$ cat src/rtl/wb_timer_pkg.sv
// Shared constants and types for the wb_timer Wishbone timer block.
package wb_timer_pkg;

    localparam int PRESC_W = 16;

    localparam logic [2:0] REG_CTRL   = 3'd0;
    localparam logic [2:0] REG_PRESC  = 3'd1;
    localparam logic [2:0] REG_COUNT  = 3'd2;
    localparam logic [2:0] REG_CMP    = 3'd3;
    localparam logic [2:0] REG_STATUS = 3'd4;

    localparam int CTRL_EN     = 0;
    localparam int CTRL_RELOAD = 1;
    localparam int CTRL_IE     = 2;

    typedef struct packed {
        logic ie;
        logic reload;
        logic en;
    } ctrl_t;

    // Replace only the byte lanes enabled in sel.
    function automatic logic [31:0] byte_merge(input logic [31:0] old_val,
                                               input logic [31:0] new_val,
                                               input logic [3:0]  sel);
        logic [31:0] r;
        r = old_val;
        for (int i = 0; i < 4; i++)
            if (sel[i]) r[8*i +: 8] = new_val[8*i +: 8];
        return r;
    endfunction

endpackage

$ cat src/rtl/wb_timer_prescaler.sv
// Free-running divider: one-cycle tick every div+1 enabled clocks.
module wb_timer_prescaler
    import wb_timer_pkg::*;
(
    input  logic               clk_i,
    input  logic               rst_ni,
    input  logic               en,
    input  logic               clr,
    input  logic [PRESC_W-1:0] div,
    output logic               tick
);

    logic [PRESC_W-1:0] presc_cnt;

    // A clear edge restarts the period and never produces a tick itself.
    assign tick = en && !clr && (presc_cnt == div);

    always_ff @(posedge clk_i or negedge rst_ni) begin
        if (!rst_ni)
            presc_cnt <= '0;
        else if (clr)
            presc_cnt <= '0;
        else if (en)
            presc_cnt <= tick ? '0 : presc_cnt + 1'b1;
    end

endmodule

$ cat src/rtl/wb_timer.sv
// Wishbone classic responder with a prescaled 32-bit compare timer and level irq.
module wb_timer
    import wb_timer_pkg::*;
#(
    parameter int          ADDR_W  = 30,
    parameter logic [31:0] CMP_RST = 32'hFFFF_FFFF
) (
    input  logic              clk_i,
    input  logic              rst_ni,
    input  logic [ADDR_W-1:0] adr_i,
    input  logic [31:0]       dat_i,
    input  logic [3:0]        sel_i,
    input  logic              we_i,
    input  logic              cyc_i,
    input  logic              stb_i,
    output logic              ack_o,
    output logic [31:0]       dat_o,
    output logic              irq_o
);

    ctrl_t              ctrl;
    logic [PRESC_W-1:0] presc;
    logic [31:0]        count;
    logic [31:0]        cmp;
    logic               match;
    logic               tick;
    logic [31:0]        rdata;

    logic [2:0] reg_sel;
    logic       accept;
    logic       wr_ctrl, wr_presc, wr_count, wr_cmp, wr_status;
    logic       hit;
    logic       unused_adr;

    assign reg_sel    = adr_i[2:0];
    assign unused_adr = ^adr_i[ADDR_W-1:3];

    // The ack flop doubles as the IDLE/ACK state: no accept while ack_o is high.
    assign accept    = cyc_i && stb_i && !ack_o;
    assign wr_ctrl   = accept && we_i && (reg_sel == REG_CTRL);
    assign wr_presc  = accept && we_i && (reg_sel == REG_PRESC);
    assign wr_count  = accept && we_i && (reg_sel == REG_COUNT);
    assign wr_cmp    = accept && we_i && (reg_sel == REG_CMP);
    assign wr_status = accept && we_i && (reg_sel == REG_STATUS);

    assign hit   = tick && (count == cmp);
    assign irq_o = match && ctrl.ie;

    wb_timer_prescaler u_prescaler (
        .clk_i  (clk_i),
        .rst_ni (rst_ni),
        .en     (ctrl.en),
        .clr    ((wr_ctrl && sel_i[0]) || wr_presc),
        .div    (presc),
        .tick   (tick)
    );

    always_comb begin
        // NOTE: default first so every path assigns rdata and no latch is inferred.
        rdata = '0;
        case (reg_sel)
            REG_CTRL:   rdata = {29'b0, ctrl};
            REG_PRESC:  rdata = {16'b0, presc};
            REG_COUNT:  rdata = count;
            REG_CMP:    rdata = cmp;
            REG_STATUS: rdata = {31'b0, match};
            default:    rdata = '0;
        endcase
    end

    always_ff @(posedge clk_i or negedge rst_ni) begin
        if (!rst_ni) begin
            ack_o <= 1'b0;
            dat_o <= '0;
        end else begin
            ack_o <= accept;
            if (accept) dat_o <= rdata;
        end
    end

    always_ff @(posedge clk_i or negedge rst_ni) begin
        if (!rst_ni) begin
            ctrl  <= '0;
            presc <= '0;
            count <= '0;
            cmp   <= CMP_RST;
            match <= 1'b0;
        end else begin
            // NOTE: non-blocking assignments later in this block override earlier
            // ones, which encodes the priorities: match set beats clear, bus
            // writes to COUNT and CTRL beat the timer's own updates.
            if (wr_status && sel_i[0] && dat_i[0]) match <= 1'b0;

            if (hit) begin
                match <= 1'b1;
                if (ctrl.reload) count   <= '0;
                else             ctrl.en <= 1'b0;
            end else if (tick) begin
                count <= count + 32'd1;
            end

            if (wr_ctrl && sel_i[0])
                ctrl <= ctrl_t'({dat_i[CTRL_IE], dat_i[CTRL_RELOAD], dat_i[CTRL_EN]});
            if (wr_presc)
                presc <= {sel_i[1] ? dat_i[15:8] : presc[15:8],
                          sel_i[0] ? dat_i[7:0]  : presc[7:0]};
            if (wr_count) count <= byte_merge(count, dat_i, sel_i);
            if (wr_cmp)   cmp   <= byte_merge(cmp, dat_i, sel_i);
        end
    end

endmodule
$ cat config.mk
export PLATFORM = sky130hd
export DESIGN_NAME = wb_timer
export DESIGN_NICKNAME = d
export VERILOG_FILES = /design/src/rtl/wb_timer_pkg.sv /design/src/rtl/wb_timer_prescaler.sv /design/src/rtl/wb_timer.sv
export SDC_FILE = /design/constraint.sdc
export NUM_CORES = 1
export LEC_CHECK = 0
export ABC_CLOCK_PERIOD_IN_PS = 3920
export CELL_PAD_IN_SITES_DETAIL_PLACEMENT = 1
export CELL_PAD_IN_SITES_GLOBAL_PLACEMENT = 1
export CORE_ASPECT_RATIO = 1.5
export CORE_MARGIN = 2
export CORE_UTILIZATION = 54
export CTS_CLUSTER_DIAMETER = 80
export DETAILED_ROUTE_END_ITERATION = 10
export DONT_BUFFER_PORTS = 1
export PLACE_DENSITY = 0.85
export SYNTH_ARGS = -nofsm -noshare
export SYNTH_HDL_FRONTEND = slang
export SYNTH_SLANG_ARGS = --single-unit
$ cat constraint.sdc
create_clock -name clk_i -period 3.92 [get_ports clk_i]
set_input_delay 0.392 -clock clk_i [delete_from_list [all_inputs] [get_ports clk_i]]
set_output_delay 0.392 -clock clk_i [all_outputs]
set_load 0.1 [all_outputs]
==> out/results.md, run 1 <==
| Group | Metric | Value |
|---|---|---|
| pwr | Peak supply drop | 278.2 uV |
| place | # placed instances | 839 |
| final layout | Nets | 774 |
| worst setup path | Crit-path max FO | 16 |
| synthesis | Post-Synthesis Net Count | 785 |
| final layout | Design Area, Final | 0.007938 mm2 |
| synthesis | Number of instances in the synthesized netlist | 712 |
| place | Post-Place Setup Slack | 0.6798 ns |
| global route | Initial antenna violation count | 0 |
| worst setup path | Cells traversed along the worst timing path | xor2_1, nor4_1, nand4_1, nor3_1, a2bb2oi_2, or4_1, o211ai_1 |
| floorplan | Floorplan core area | 0.01302 mm2 |
| synthesis | Number of warnings issued by yosys | 0 |
| clock network | H-Tree Level Count | 4 |
| timing | Max frequency | 299.7 MHz |
| clock network | Post-CTS repair timing setup buffer count | 0 |
| synthesis | XOR/XNOR share of the synthesized area | 5.809% |
| timing | Worst-margin pin slew | 0.9817 ns |
| routing | First-pass DRT Iterations | 4 |
| worst hold path | Endpoint with the worst hold slack | cmp[24]$_DFFE_PN1P_ |
| timing | Setup tns final | 0 ns |
| routing | Detail-routed net length per standard cell | 26.49 um |
| timing | RSZ-0062 raised after global routing | no |
| global route | GRT Overall Usage | 33.05% |
| timing | Hold violation count in the final report | 0 |
| routing | Routed via count | 5908 |
| clock network | Clock Sinks | 133 |
| place | Final Wtd Congestion | 0.8933 |
| floorplan | DIE WIDTH | 98.52 um |
| worst hold path | Worst hold path cell count | 1 |
| clock network | Total clock buffers created by CTS | 17 |
| routing | Post-route DRC violation count | 0 |
| final layout | Leading cell type in the layout, fill and taps excluded | dfrtp_1 |
| worst setup path | Critical register-to-register path endpoint | count[16]$_DFFE_PN0P_ |
| clock network | Clock tree from TritonCTS | yes |
| place | Port-buffer cells | 0 |
| floorplan | Die Footprint | 0.01436 mm2 |
| synthesis | Area share of and/or/nand/nor cells after synthesis | 14.59% |
| global route | Largest net degree at the start of global routing | 134 |
| routing | Sum of routed wire length over all layers | 23.12 mm |
| synthesis | Seq/Total Area, Yosys | 46.54% |
| routing | Antenna Violating Nets Remaining | 0 |
| worst setup path | Largest incremental delay on the critical path | 0.77 ns |
| worst setup path | Critical register-to-register path startpoint | cmp[3]$_DFFE_PN1P_ |
| global route | Overflow left after global routing | 0 |
| synthesis | Async set or reset register ratio after synthesis | 100.0% |
| synthesis | Synthesized-area fraction occupied by ao, oa, aoi and oai cells | 15.92% |
| floorplan | Row cnt | 51 |
| worst setup path | Critical path start-end classification | reg -> reg |
| timing | Worst hold slack | 0.1147 ns |
| floorplan | Initial core utilization | 55.59% |
| worst setup path | Required time of the worst setup path | 4.22 ns |
| final layout | # fillers | 1426 |
| run | Max-Cap Viols | 0 |
| synthesis | Flip-flop and latch count after synthesis | 133 |
| synthesis | Post-Synthesis Cell Area | 0.007237 mm2 |
| pwr | Power per standard cell area | 488.7 mW/mm2 |
| worst setup path | Data arrival time of the critical path | 3.63 ns |
| worst hold path | Kind of path behind the tightest hold check | in -> reg |
| timing | Shortest clock period the worst path allows after layout | 3.337 ns |
| global route | Vias in the first global route | 6540 |
| timing | Number of max-slew violations in the final report | 0 |
| place | Cell area after placement | 0.007326 mm2 |
| synthesis | Largest family of logic cells by synthesized area | compound AO/OA/AOI/OAI gates |
| final layout | Non-filler cells in the finished layout | 873 |
| synthesis | Post-synthesis mux area share | 12.79% |
| synthesis | Synthesized area per cell | 10.16 um2 |
| synthesis | Area share of fa/ha/maj cells after synthesis | 0.3458% |
| global route | Wire length of the first global-routing pass | 36.67 mm |
| clock network | Clock Tree Root | clkbuf_16 |
| place | HPWL reported at the end of detailed placement | 15.17 mm |
| timing | Post-layout worst setup margin | 0.5831 ns |
| final layout | Highest-count cells in the layout ignoring fill and taps | dfrtp_1 (101), o21ai_0 (79), nand2_1 (69), mux2_2 (62), xor2_1 (48) |
| timing | Count of final setup violators | 0 |
| floorplan | Die extent in y | 145.8 um |
| clock network | Number of buffers between clock root and the deepest sink | 2 |
| worst setup path | Setup slack of the most critical reg-to-reg path | 0.58 ns |
| synthesis | Main flop type after synthesis | dfrtp_1 |
| synthesis | Number of enable-type register cells in the synthesized netlist | 0 |
| final layout | Ratio of cells with drive above 1 in the final layout | 20.73% |
| final layout | Antenna fix cells | 0 |
| timing | Worst slew slack as a fraction of its limit | 34.31% |
| worst setup path | Critical-path top delay cell | nor4_1 |
| worst setup path | Element type at the critical path start | register |
| timing | Maximum clock skew at final layout | 0.01114 ns |
| routing | Detailed-route vias per instance | 6.767 |
| status | Result of the run | finished clean |
| routing | Count of routing violations after the opening detailed-route iteration | 395 |
| clock network | Clock latency on the worst-skew pair | 0.42 ns |
| worst setup path | Number of cells traversed by the worst register-to-register path | 7 |
| final layout | Syn-to-layout area delta | 9.682% |
| floorplan | I/O pin total | 105 |
| pwr | Leakage power | 3.593 nW |
| timing | Fin crit share | 85.13% |
| worst hold path | Startpoint of the worst hold path | dat_i[24] |
| synthesis | Number of distinct standard cells referenced by the synthesized netlist | 56 |
| clock network | Clock-pin slew reported for the worst setup and hold paths after clock tree synthesis | 0.06 ns |
| worst setup path | Type of element capturing the critical path | register |
## registers in the layout, summed over array words and instances (netlist names)
name,count
cmp,32
count,32
dat_o,32
presc,16
u_prescaler.presc_cnt,16
ctrl,3
ack_o,1
match,1
## synth_stat cells (all sizes together), types with 7 or more instances
| library cell | n | area (um2) |
|---|---|---|
| nand3 | 16 | 80.08 |
| nand2 | 69 | 259.0 |
| a21oi | 7 | 35.03 |
| mux2 | 62 | 698.2 |
| nor4 | 12 | 81.33 |
| o22ai | 7 | 43.79 |
| o21ai | 82 | 410.4 |
| a22o | 22 | 192.7 |
| buf | 14 | 93.83 |
| nor2 | 32 | 120.1 |
| dfrtp | 101 | 2527 |
| and3 | 23 | 143.9 |
| inv | 22 | 82.58 |
| nand4 | 18 | 112.6 |
| a32o | 9 | 90.09 |
| dfstp | 32 | 840.8 |
| xor2 | 48 | 420.4 |
| nor3 | 9 | 45.04 |
| mux2i | 16 | 160.2 |
| a22oi | 19 | 142.6 |
| clkbuf | 30 | 112.6 |
## power breakdown
| part | internal, mW | switching (mW) | leakage [nW] |
|---|---|---|---|
| clock | 0.922 | 0.626 | 0.267 |
| sequential | 1.52 | 0.325 | 1.67 |
| combinational | 0.214 | 0.270 | 1.66 |
| total | 2.66 | 1.22 | 3.59 |
## metrics by stage
| stage | power [mW] | utilization [%] |
|---|---|---|
| floorplan | 2.139 | - |
| global placement | 2.253 | 56.28 |
| detailed placement | 2.291 | 56.28 |
| CTS | 3.891 | 60.98 |
| global route | 4.009 | 60.98 |
| finish | 3.879 | 60.98 |
## worst max-delay path by stage
stage / from / end / slack [ns]
after floorplan: ack_o$_DFF_PN0_ / count[6]$_DFFE_PN0P_ / 0.97
after global placement: ack_o$_DFF_PN0_ / count[16]$_DFFE_PN0P_ / 0.75
after detailed placement: ack_o$_DFF_PN0_ / count[16]$_DFFE_PN0P_ / 0.68
after CTS: cmp[3]$_DFFE_PN1P_ / count[16]$_DFFE_PN0P_ / 0.60
after global routing: ack_o$_DFF_PN0_ / count[3]$_DFFE_PN0P_ / 0.48
final: cmp[3]$_DFFE_PN1P_ / count[16]$_DFFE_PN0P_ / 0.58
## cell families (layout without fill, tap and decap cells)
logic type,count (synthesis),count (layout)
AOI/OAI and AO/OA,175,175
xor gates and xnor gates,48,48
adders and majority gates,2,2
buffers and inverters,66,68
DFF,133,133
muxes,81,81
and+or+nand+nor,207,207
## critical path, delay by kind of cell, from the launching register on
family | cells | cell delay (ns)
simple gates | 4 | 1.84
compound gates | 2 | 0.68
flops | 1 | 0.55
xor+xnor | 1 | 0.14
## layout make-up
type,count,area (um2),area share [%]
repair buffers,14,127.6,1.608
multi-input cells,513,3586,45.18
inverters,22,82.58,1.040
well taps,159,198.9,2.506
flip-flops and latches,133,3368,42.43
clock buffers,21,470.5,5.927
clock inverters,11,103.9,1.308
## timing repair
| action | in CTS | in global routing |
|---|---|---|
| hold buffers | 2 | 0 |
| hold endpoints to repair | 133 | 0 |
| resized for setup | 0 | 0 |
## layer usage
| layer | global-route usage [%] | vias to the layer above | wire length [um] |
|---|---|---|---|
| li1 | - | 2587 | - |
| met5 | 0 | - | 0 |
| met3 | 7.733 | 92 | 1236 |
| met1 | 36.97 | 3013 | 8473 |
| met2 | 56.22 | 216 | 12010 |
| met4 | 20.48 | 0 | 1400 |
Power figures use the tool's default switching activity.
==> inputs of run 2 (changes only) <==
--- a/config.mk
+++ b/config.mk
@@ -5,16 +5,16 @@
 export SDC_FILE = /design/constraint.sdc
 export NUM_CORES = 1
 export LEC_CHECK = 0
-export ABC_CLOCK_PERIOD_IN_PS = 3920
+export ABC_CLOCK_PERIOD_IN_PS = 3500
 export CELL_PAD_IN_SITES_DETAIL_PLACEMENT = 1
 export CELL_PAD_IN_SITES_GLOBAL_PLACEMENT = 1
 export CORE_ASPECT_RATIO = 1.5
 export CORE_MARGIN = 2
-export CORE_UTILIZATION = 54
+export CORE_UTILIZATION = 50
 export CTS_CLUSTER_DIAMETER = 80
 export DETAILED_ROUTE_END_ITERATION = 10
 export DONT_BUFFER_PORTS = 1
-export PLACE_DENSITY = 0.85
+export PLACE_DENSITY = 0.79
 export SYNTH_ARGS = -nofsm -noshare
 export SYNTH_HDL_FRONTEND = slang
 export SYNTH_SLANG_ARGS = --single-unit
==> constraint.sdc (replaced) <==
create_clock -name clk_i -period 3.5 [get_ports clk_i]
set_input_delay 0.35 -clock clk_i [delete_from_list [all_inputs] [get_ports clk_i]]
set_output_delay 0.35 -clock clk_i [all_outputs]
set_load 0.1 [all_outputs]
==> out/results.md, run 2 (synthesized netlist as in run 1, its figures left out) <==
| Group | Metric | Value | Delta |
|---|---|---|---|
| clock network | H-Tree Level Count | 4 | unchanged |
| global route | Largest net degree at the start of global routing | 134 | unchanged |
| worst hold path | Worst hold path cell count | 1 | unchanged |
| clock network | Count of cells resized by post-cts repair | 0 | unchanged |
| place | Port-buffer cells | 0 | unchanged |
| pwr | Peak supply drop | 258.4 uV | -7.1% |
| timing | Worst-margin pin slew | 1.032 ns | +0.05037 ns |
| timing | Setup tns final | 0 ns | unchanged |
| floorplan | Die Footprint | 0.01547 mm2 | +7.7% |
| routing | Routed via count | 5860 | -0.81% |
| final layout | Highest-count cells in the layout ignoring fill and taps | dfrtp_1 (101), o21ai_0 (79), nand2_1 (69), mux2_2 (62), xor2_1 (48) |  |
| final layout | Leading cell type in the layout, fill and taps excluded | dfrtp_1 |  |
| global route | GRT Overall Usage | 30.88% | -2.2 points |
| routing | Detailed-route vias per instance | 6.447 | -4.7% |
| worst hold path | Kind of path behind the tightest hold check | in -> reg |  |
| worst setup path | Critical-path top delay cell | nor4_1 |  |
| worst setup path | Critical path start-end classification | reg -> reg |  |
| status | Result of the run | finished clean |  |
| worst setup path | Element type at the critical path start | register |  |
| clock network | Clock Tree Root | clkbuf_16 |  |
| clock network | Clock tree from TritonCTS | yes |  |
| clock network | Post-CTS repair timing setup buffer count | 0 | unchanged |
| global route | Wire length of the first global-routing pass | 36.08 mm | -1.6% |
| final layout | Syn-to-layout area delta | 12.05% |  |
| final layout | Top Registers | cmp x32, count x32, dat_o x32 |  |
| routing | Post-route DRC violation count | 0 | unchanged |
| floorplan | Initial core utilization | 51.48% | -4.1 points |
| worst setup path | Largest incremental delay on the critical path | 0.67 ns | -0.10 ns |
| timing | Worst slew slack as a fraction of its limit | 31.06% | -3.3 points |
| clock network | Number of buffers between clock root and the deepest sink | 2 | unchanged |
| timing | Maximum clock skew at final layout | 0.01103 ns | -0.0001077 ns |
| routing | Detail-routed net length per standard cell | 24.69 um | -6.8% |
| final layout | Register Area | 0.003368 mm2 | unchanged |
| worst setup path | Crit-path max FO | 26 | +10 |
| pwr | Leakage power | 3.673 nW | +2.2% |
| timing | Number of max-slew violations in the final report | 0 | unchanged |
| routing | Antenna Violating Nets Remaining | 0 | unchanged |
| final layout | Antenna fix cells | 0 | unchanged |
| run | Max-Cap Viols | 0 | unchanged |
| worst setup path | Critical register-to-register path endpoint | count[2]$_DFFE_PN0P_ |  |
| timing | Fin crit share | 90.75% | +5.6 points |
| floorplan | Die extent in y | 151.3 um | +3.8% |
| routing | Count of routing violations after the opening detailed-route iteration | 386 | -2.3% |
| worst setup path | Critical path origin | count[11]$_DFFE_PN0P_ |  |
| floorplan | Row cnt | 53 | +3.9% |
| place | Final Wtd Congestion | 0.8818 | -1.3% |
| worst setup path | Type of element capturing the critical path | register |  |
| worst setup path | Critical register-to-register path startpoint | count[11]$_DFFE_PN0P_ |  |
| global route | Overflow left after global routing | 0 | unchanged |
| timing | Count of final setup violators | 0 | unchanged |
| floorplan | I/O pin total | 105 | unchanged |
| worst setup path | Required time of the worst setup path | 3.81 ns | -0.41 ns |
| final layout | Multi-input logic area | 0.003586 mm2 | unchanged |
| worst setup path | Setup slack of the most critical reg-to-reg path | 0.32 ns | -0.26 ns |
| pwr | Power per standard cell area | 577.3 mW/mm2 | +18% |
| routing | Sum of routed wire length over all layers | 22.45 mm | -2.9% |
| clock network | Clock Sinks | 133 | unchanged |
| place | HPWL reported at the end of detailed placement | 15.42 mm | +1.7% |
| timing | Shortest clock period the worst path allows after layout | 3.176 ns | -0.1607 ns |
| timing | Max frequency | 314.8 MHz | +5.1% |
| clock network | Number of buffers added to fix hold violations after cts | 2 | unchanged |
| global route | Initial antenna violation count | 0 | unchanged |
| floorplan | DIE WIDTH | 102.2 um | +3.8% |
| place | Cell area after placement | 0.007390 mm2 | +0.87% |
| clock network | Clock latency on the worst-skew pair | 0.42 ns | about the same |
| timing | RSZ-0062 raised after global routing | no |  |
| clock network | Clock-pin slew reported for the worst setup and hold paths after clock tree synthesis | 0.06 ns | about the same |
| timing | Hold violation count in the final report | 0 | unchanged |
| worst setup path | Number of cells traversed by the worst register-to-register path | 7 | unchanged |
| worst setup path | Data arrival time of the critical path | 3.48 ns | -0.15 ns |
| global route | Vias in the first global route | 6498 | -0.64% |
| worst setup path | End point of the critical path | count[2]$_DFFE_PN0P_ |  |
| clock network | Total clock buffers created by CTS | 17 | unchanged |
| final layout | # fillers | 1543 | +8.2% |
| final layout | Ratio of cells with drive above 1 in the final layout | 21.06% | +0.33 points |
| floorplan | Floorplan core area | 0.01406 mm2 | +8.0% |
| final layout | Design Area, Final | 0.008109 mm2 | +2.2% |
| routing | First-pass DRT Iterations | 4 | unchanged |
| worst setup path | Cells traversed along the worst timing path | xor2_1, nor4_1, nand4_1, or4_4, and2_4, a32o_1, a22o_1 |  |
| final layout | Nets | 777 | +0.39% |
-- run 2: changes by cell type in the layout (fill, tap and decap cells not counted), sizes merged --
cell	change
inv	+1
clkinvlp	-5
clkbuf	-1
buf	+3
bufinv	+5
-- run 2: per-stage QoR --
stage	setup slack (ns)	util (%)	hold slack [ns]	instances	total power, mW
after floorplan	0.5524	-	0.05441	712	2.396
after global placement	0.4854	52.56	0.05953	875	2.537
after detailed placement	0.4223	52.56	0.05981	875	2.574
after CTS	0.3722	57.68	0.07057	909	4.696
after global routing	0.2386	57.68	0.06664	909	4.835
final	0.3237	57.68	0.07678	909	4.682
-- run 2: worst max-delay path, delay by kind of cell, from the launching register on --
family                    cells  cell delay [ns]
AOI/OAI and AO/OA             2             0.53
DFF                           1             0.49
and+or+nand+nor               4             1.85
xor gates and xnor gates      1             0.19
-- run 2: how the worst min path moves through the flow --
stage / start / end / slack, ns
after detailed placement: rst_ni / dat_o[0]$_DFFE_PN0N_ / 0.06
final: dat_i[24] / cmp[24]$_DFFE_PN1P_ / 0.08
after CTS: dat_i[24] / cmp[24]$_DFFE_PN1P_ / 0.07
after global routing: dat_i[24] / cmp[24]$_DFFE_PN1P_ / 0.07
after global placement: rst_ni / dat_o[2]$_DFFE_PN0N_ / 0.06
after floorplan: rst_ni / ack_o$_DFF_PN0_ / 0.05
-- run 2: layer usage --
metal	vias up	global-route usage, %	part of all wire [%]
met5	-	0	0
met3	72	6.968	4.7
met2	168	55.49	53
li1	2593	-	-
met1	3027	32.98	37
met4	0	16.73	5.3
-- run 2: area by class of cell --
type	count	share of cell area [%]
sequential	133	41.54
multi-input combinational	513	44.22
timing repair buffer	17	1.852
clock buffer	20	5.632
clock inverter	12	2.777
inverter	22	1.018
tap	192	2.962
-- run 2: report_power, final --
part | switching (mW) | internal, mW | leakage, nW
combinational | 0.295 | 0.246 | 1.67
clock | 0.699 | 1.38 | 0.335
sequential | 0.358 | 1.71 | 1.67
==> patch 1: new RTL, flow settings as in run 2 <==
Reset style: synchronous (`rst_ni`), changed in 3 clocked blocks.
--- a/src/rtl/wb_timer_prescaler.sv
+++ b/src/rtl/wb_timer_prescaler.sv
@@ -17,3 +17,3 @@
 
-    always_ff @(posedge clk_i or negedge rst_ni) begin
+    always_ff @(posedge clk_i) begin
         if (!rst_ni)
--- a/src/rtl/wb_timer.sv
+++ b/src/rtl/wb_timer.sv
@@ -70,3 +70,3 @@
 
-    always_ff @(posedge clk_i or negedge rst_ni) begin
+    always_ff @(posedge clk_i) begin
         if (!rst_ni) begin
@@ -80,3 +80,3 @@
 
-    always_ff @(posedge clk_i or negedge rst_ni) begin
+    always_ff @(posedge clk_i) begin
         if (!rst_ni) begin
Check against the original RTL: differs if rst_ni is asserted again (counterexample within 4 cycles, from zero or initial values and one cycle with rst_ni low); with rst_ni held inactive, the same outputs for 4 cycles.
==> patch 1 against run 2 <==
  * Core utilization down 1.8 points
  * Final area shrank 7.1%
  * Area after synthesis down 4.8%
  * Sequential cell count is the same
  * Via count increased by 4.2%
  * Routed wire length fell by 0.49%
  * Synthesized cell count up 16%
  * Setup slack improved by 160 ps
  * Critical path type unchanged
  * Largest cell class unchanged
Power is not compared: it rests on default switching activity, and its combinational part moved more than twofold at a synthesized area within 25%.
==> patch 1: results (changes against run 2) <==
Status = complete, no violations
Post-layout util = 55.91% (-1.8 points)
Clock period minus worst slack = 3016 ps (-160.0 ps)
Unique masters post-synth = 63 (+13%)
Number of fillers in the final layout = 1,589 (+3.0%)
Placed cell area = 6908 um2 (-6.5%)
Drt first-iter violations = 326 (-16%)
Placed Cells = 938 (+7.2%)
First-pass GRT wire length = 35,460 um (-1.7%)
Async set-or-reset flop fraction in the synthesized netlist = 0% (-100 points)
Largest net degree at the start of global routing = 69 (-49%)
Met3 Use GR = 6.809% (-0.16 points)
Drt pass-1 iters = 5 (+1)
Relative slew slack = 11.18% (-20 points)
Post-synthesis sequential area ratio = 38.64% (-7.9 points)
Via Count = 6,105 (+4.2%)
Grt met1 use = 34.24% (+1.3 points)
Vias in the first global route = 6,462 (-0.55%)
Met2 usage = 56.08% (+0.59 points)
Hold_ws = 21.36 ps (-55.43 ps)
Detailed Place HPWL = 15,690 um (+1.7%)
DR WL/cell = 23.05 um (-6.6%)
Mapped Cells = 824 (+16%)
DRT met1 WL = 8481 um (+2.0%)
Fin nets = 868 (+12%)
Critical path fanouts, max = 11 (-58%)
FF-to-FF setup slack = 480 ps (+160 ps)
DR WL met2 = 12,020 um (+1.1%)
Synth top area cells = dfxtp_1, xor2_1, nand2_1, nor2_1, mux2_2
CP top delay family = compound AO/OA/AOI/OAI gates
Synth top cells by count = dfxtp_1, nand2_1, nor2_1
DR WL met3 = 1035 um (-1.8%)
Worst path slowest cell = o31ai_1
Clk_skew = 8.239 ps (-2.788 ps)
DP Worst Slack = 601.4 ps (+179.0 ps)
Tot GR Track Use = 30.85% (about the same)
Share of cells above drive strength 1 = 10.90% (-10 points)
Final cell count without fillers = 969 (+6.6%)
Post-Syn Nets = 897 (+14%)
## patch 1: worst register-to-register path, cell delays in order, from the launching register on
cell and delay (ps):
dfxtp_1 440, xor2_1 100, nor4_1 350, and4_1 280, nand2_1 200, o31ai_1 1140
o21ai_0 260, a21oi_1 170
## patch 1: path summary, 6_finish.rpt
path / from / to / cells past startpoint
max: u_prescaler.presc_cnt[2] / count[25] / 7
min: rst_ni / cmp[4] / 1
max reg2reg: u_prescaler.presc_cnt[2] / count[25] / 7
min reg2reg: cmp[19] / cmp[19] / 2
## patch 1: cell families after synthesis
family,synth area share (%)
xor+xnor,9.152
fa+ha+maj,0.3631
mux,8.317
simple gates,25.20
flops,38.64
buf+inv,3.904
compound gates,14.42
## patch 1: layout make-up
type / count / area share [%]
flip-flops and latches: 133 / 35.36
multi-input cells: 629 / 52.59
clock inverters: 13 / 2.426
well taps: 162 / 2.692
inverters: 6 / 0.2991
repair buffers: 8 / 0.7976
clock buffers: 18 / 5.833
==> patch 2: new RTL, settings of run 2 <==
Without the edit above. Change the parameter `CMP_RST` from 32'hFFFF_FFFF to 32'h7FFFFFFF.
--- a/src/rtl/wb_timer.sv
+++ b/src/rtl/wb_timer.sv
@@ -5,3 +5,3 @@
     parameter int          ADDR_W  = 30,
-    parameter logic [31:0] CMP_RST = 32'hFFFF_FFFF
+    parameter logic [31:0] CMP_RST = 32'h7FFFFFFF
 ) (
Formal check against the unedited RTL: not equivalent (a bounded check fails within 4 cycles, from zero or initial values and one cycle with rst_ni low).
==> patch 2 against run 2 <==
  * Routed wire length down 2.5%
  * Setup slack lost 51 ps
  * Sequential cell count stayed put
  * Area after synthesis barely moved
  * Power shrank 4.2%
  * Synthesized cell count is the same
  * Clock power down 9%
  * Final area down 0.94%
  * Die area hardly changed
  * Non-clock buffer count decreased by 1
==> patch 2: results (changes against run 2) <==
Tot GR Track Use = 29.96% (-0.92 points)
First-pass GRT wire length = 34,820 um (-3.5%)
Vias in the first global route = 6,241 (-4.0%)
Clock buffer depth = 2 (unchanged)
Detailed Place HPWL = 15,050 um (-2.4%)
Synth top cells by count = dfrtp_1, o21ai_0, nand2_1
Post-synthesis xor/xnor area fraction = 5.810% (about the same)
Vias per cell = 6.427 (-0.30%)
Setup bufs post-CTS = 0 (unchanged)
Worst Max-Slew Pin Slew = 1049 ps (+16.87 ps)
Yosys warns = 0 (unchanged)
Drt first-iter violations = 377 (-2.3%)
Drt pass-1 iters = 5 (+1)
WP data arrival = 3530 ps (+50 ps)
Fmax = 309.9 MHz (-1.6%)
RePlAce Congestion = 0.8449 (-4.2%)
Antenna violations before repair = 0 (unchanged)
Post-Syn Nets = 785 (unchanged)
Ys flop type = dfrtp_1
Synth top area cells = dfrtp_1, dfstp_2, mux2_2, xor2_1, o21ai_0
Ant. Diodes = 0 (unchanged)
WHS Path Cells = 1 (unchanged)
Leakage power = 0.003635 uW (-1.0%)
Critical path fanouts, max = 31 (+19%)
PortBufs = 0 (unchanged)
Top Registers = cmp x32, count x32, dat_o x32
Root Driver = clkbuf_16
Post-synthesis sequential area ratio = 46.53% (about the same)
Fin nets = 776 (-0.13%)
Final setup violation count = 0 (unchanged)
Status = complete, no violations
Cts bufs inserted = 17 (unchanged)
Number of fillers in the final layout = 1,546 (+0.19%)
Unique masters post-synth = 56 (unchanged)
Peak supply drop = 0.0003078 V (+19%)
Worst skew pair latency = 420 ps (about the same)
Hold crit path type = primary input to flip-flop
Largest net degree at the start of global routing = 134 (unchanged)
Compound-Gate Fraction of Synth Area = 15.93% (about the same)
H-tree Lvls = 4 (unchanged)
Reg2Reg Depth = 8 (+1)
Synth Area in Adders = 0.3458% (about the same)
Share of cells above drive strength 1 = 20.53% (-0.53 points)
Post-CTS Resized = 0 (unchanged)
Clk_skew = 13.55 ps (+2.526 ps)
Async set-or-reset flop fraction in the synthesized netlist = 100.0% (unchanged)
Final wirelength = 21,900 um (-2.5%)
CTS clock-pin slew for the worst setup and hold paths = 60 ps (about the same)
Post-synthesis mux area share = 12.80% (about the same)
[patch 2: cell type report]
cell class | count | area (um2) | area share (%)
sequential | 133 | 3367 | 41.92
clock inverter | 12 | 177.7 | 2.212
clock buffer | 20 | 436.7 | 5.436
multi-input combinational | 513 | 3586 | 44.64
tap | 192 | 240.2 | 2.991
timing repair buffer | 16 | 142.6 | 1.776
inverter | 22 | 82.58 | 1.028
[patch 2: cell families after synthesis]
logic type               Yosys count
XOR/XNOR                          48
multiplexers                      81
AO/OA/AOI/OAI                    175
flip-flops                       133
adder cells (fa/ha/maj)            2
AND/OR/NAND/NOR                  207
buffers and inverters             66
[patch 2: final timing paths]
check                           startpoint         to  slack (ps)
worst max-delay path             count[11]  count[29]         270
worst min-delay path             dat_i[31]    cmp[31]          80
worst max register to register   count[11]  count[29]         270
worst min register to register      cmp[0]     cmp[0]         520
max in group asynchronous           rst_ni  count[13]        2340
min in group asynchronous           rst_ni   dat_o[0]         530
[patch 2: per-stage QoR]
| stage | cells | setup slack (ps) | util [%] | area, um2 |
|---|---|---|---|---|
| after CTS | 908 | 324.3 | 57.14 | 8033 |
| after global placement | 874 | 445.7 | 52.50 | 7381 |
| after floorplan | 712 | 552.4 | - | 7236 |
| after global routing | 908 | 223.0 | 57.14 | 8033 |
| final | 908 | 272.7 | 57.14 | 8033 |
| after detailed placement | 874 | 370.2 | 52.50 | 7381 |
[patch 2: critical path: stages (launching register included)]
cell     delay [ps]
dfrtp_1         470
xor2_1          180
nor4_1          680
nand4_1         270
or4_4           590
nand2_1         100
buf_4           340
o21ai_0         210
a22o_1          270
[patch 2: report_power, final]
group	internal (uW)	switching [uW]	leakage, uW	total, uW
logic	247	289	0.00166	535
clock network	1200	691	0.000299	1890
registers	1700	360	0.00167	2060
total	3150	1340	0.00364	4490
[patch 2: routing by layer]
| metal | GRT usage [%] | wire, um | up-vias |
|---|---|---|---|
| met5 | 0 | 0 | - |
| met4 | 15.80 | 1042 | 0 |
| met3 | 6.830 | 1086 | 68 |
| met2 | 53.36 | 11670 | 163 |
| met1 | 32.59 | 8097 | 3010 |
| li1 | - | - | 2595 |
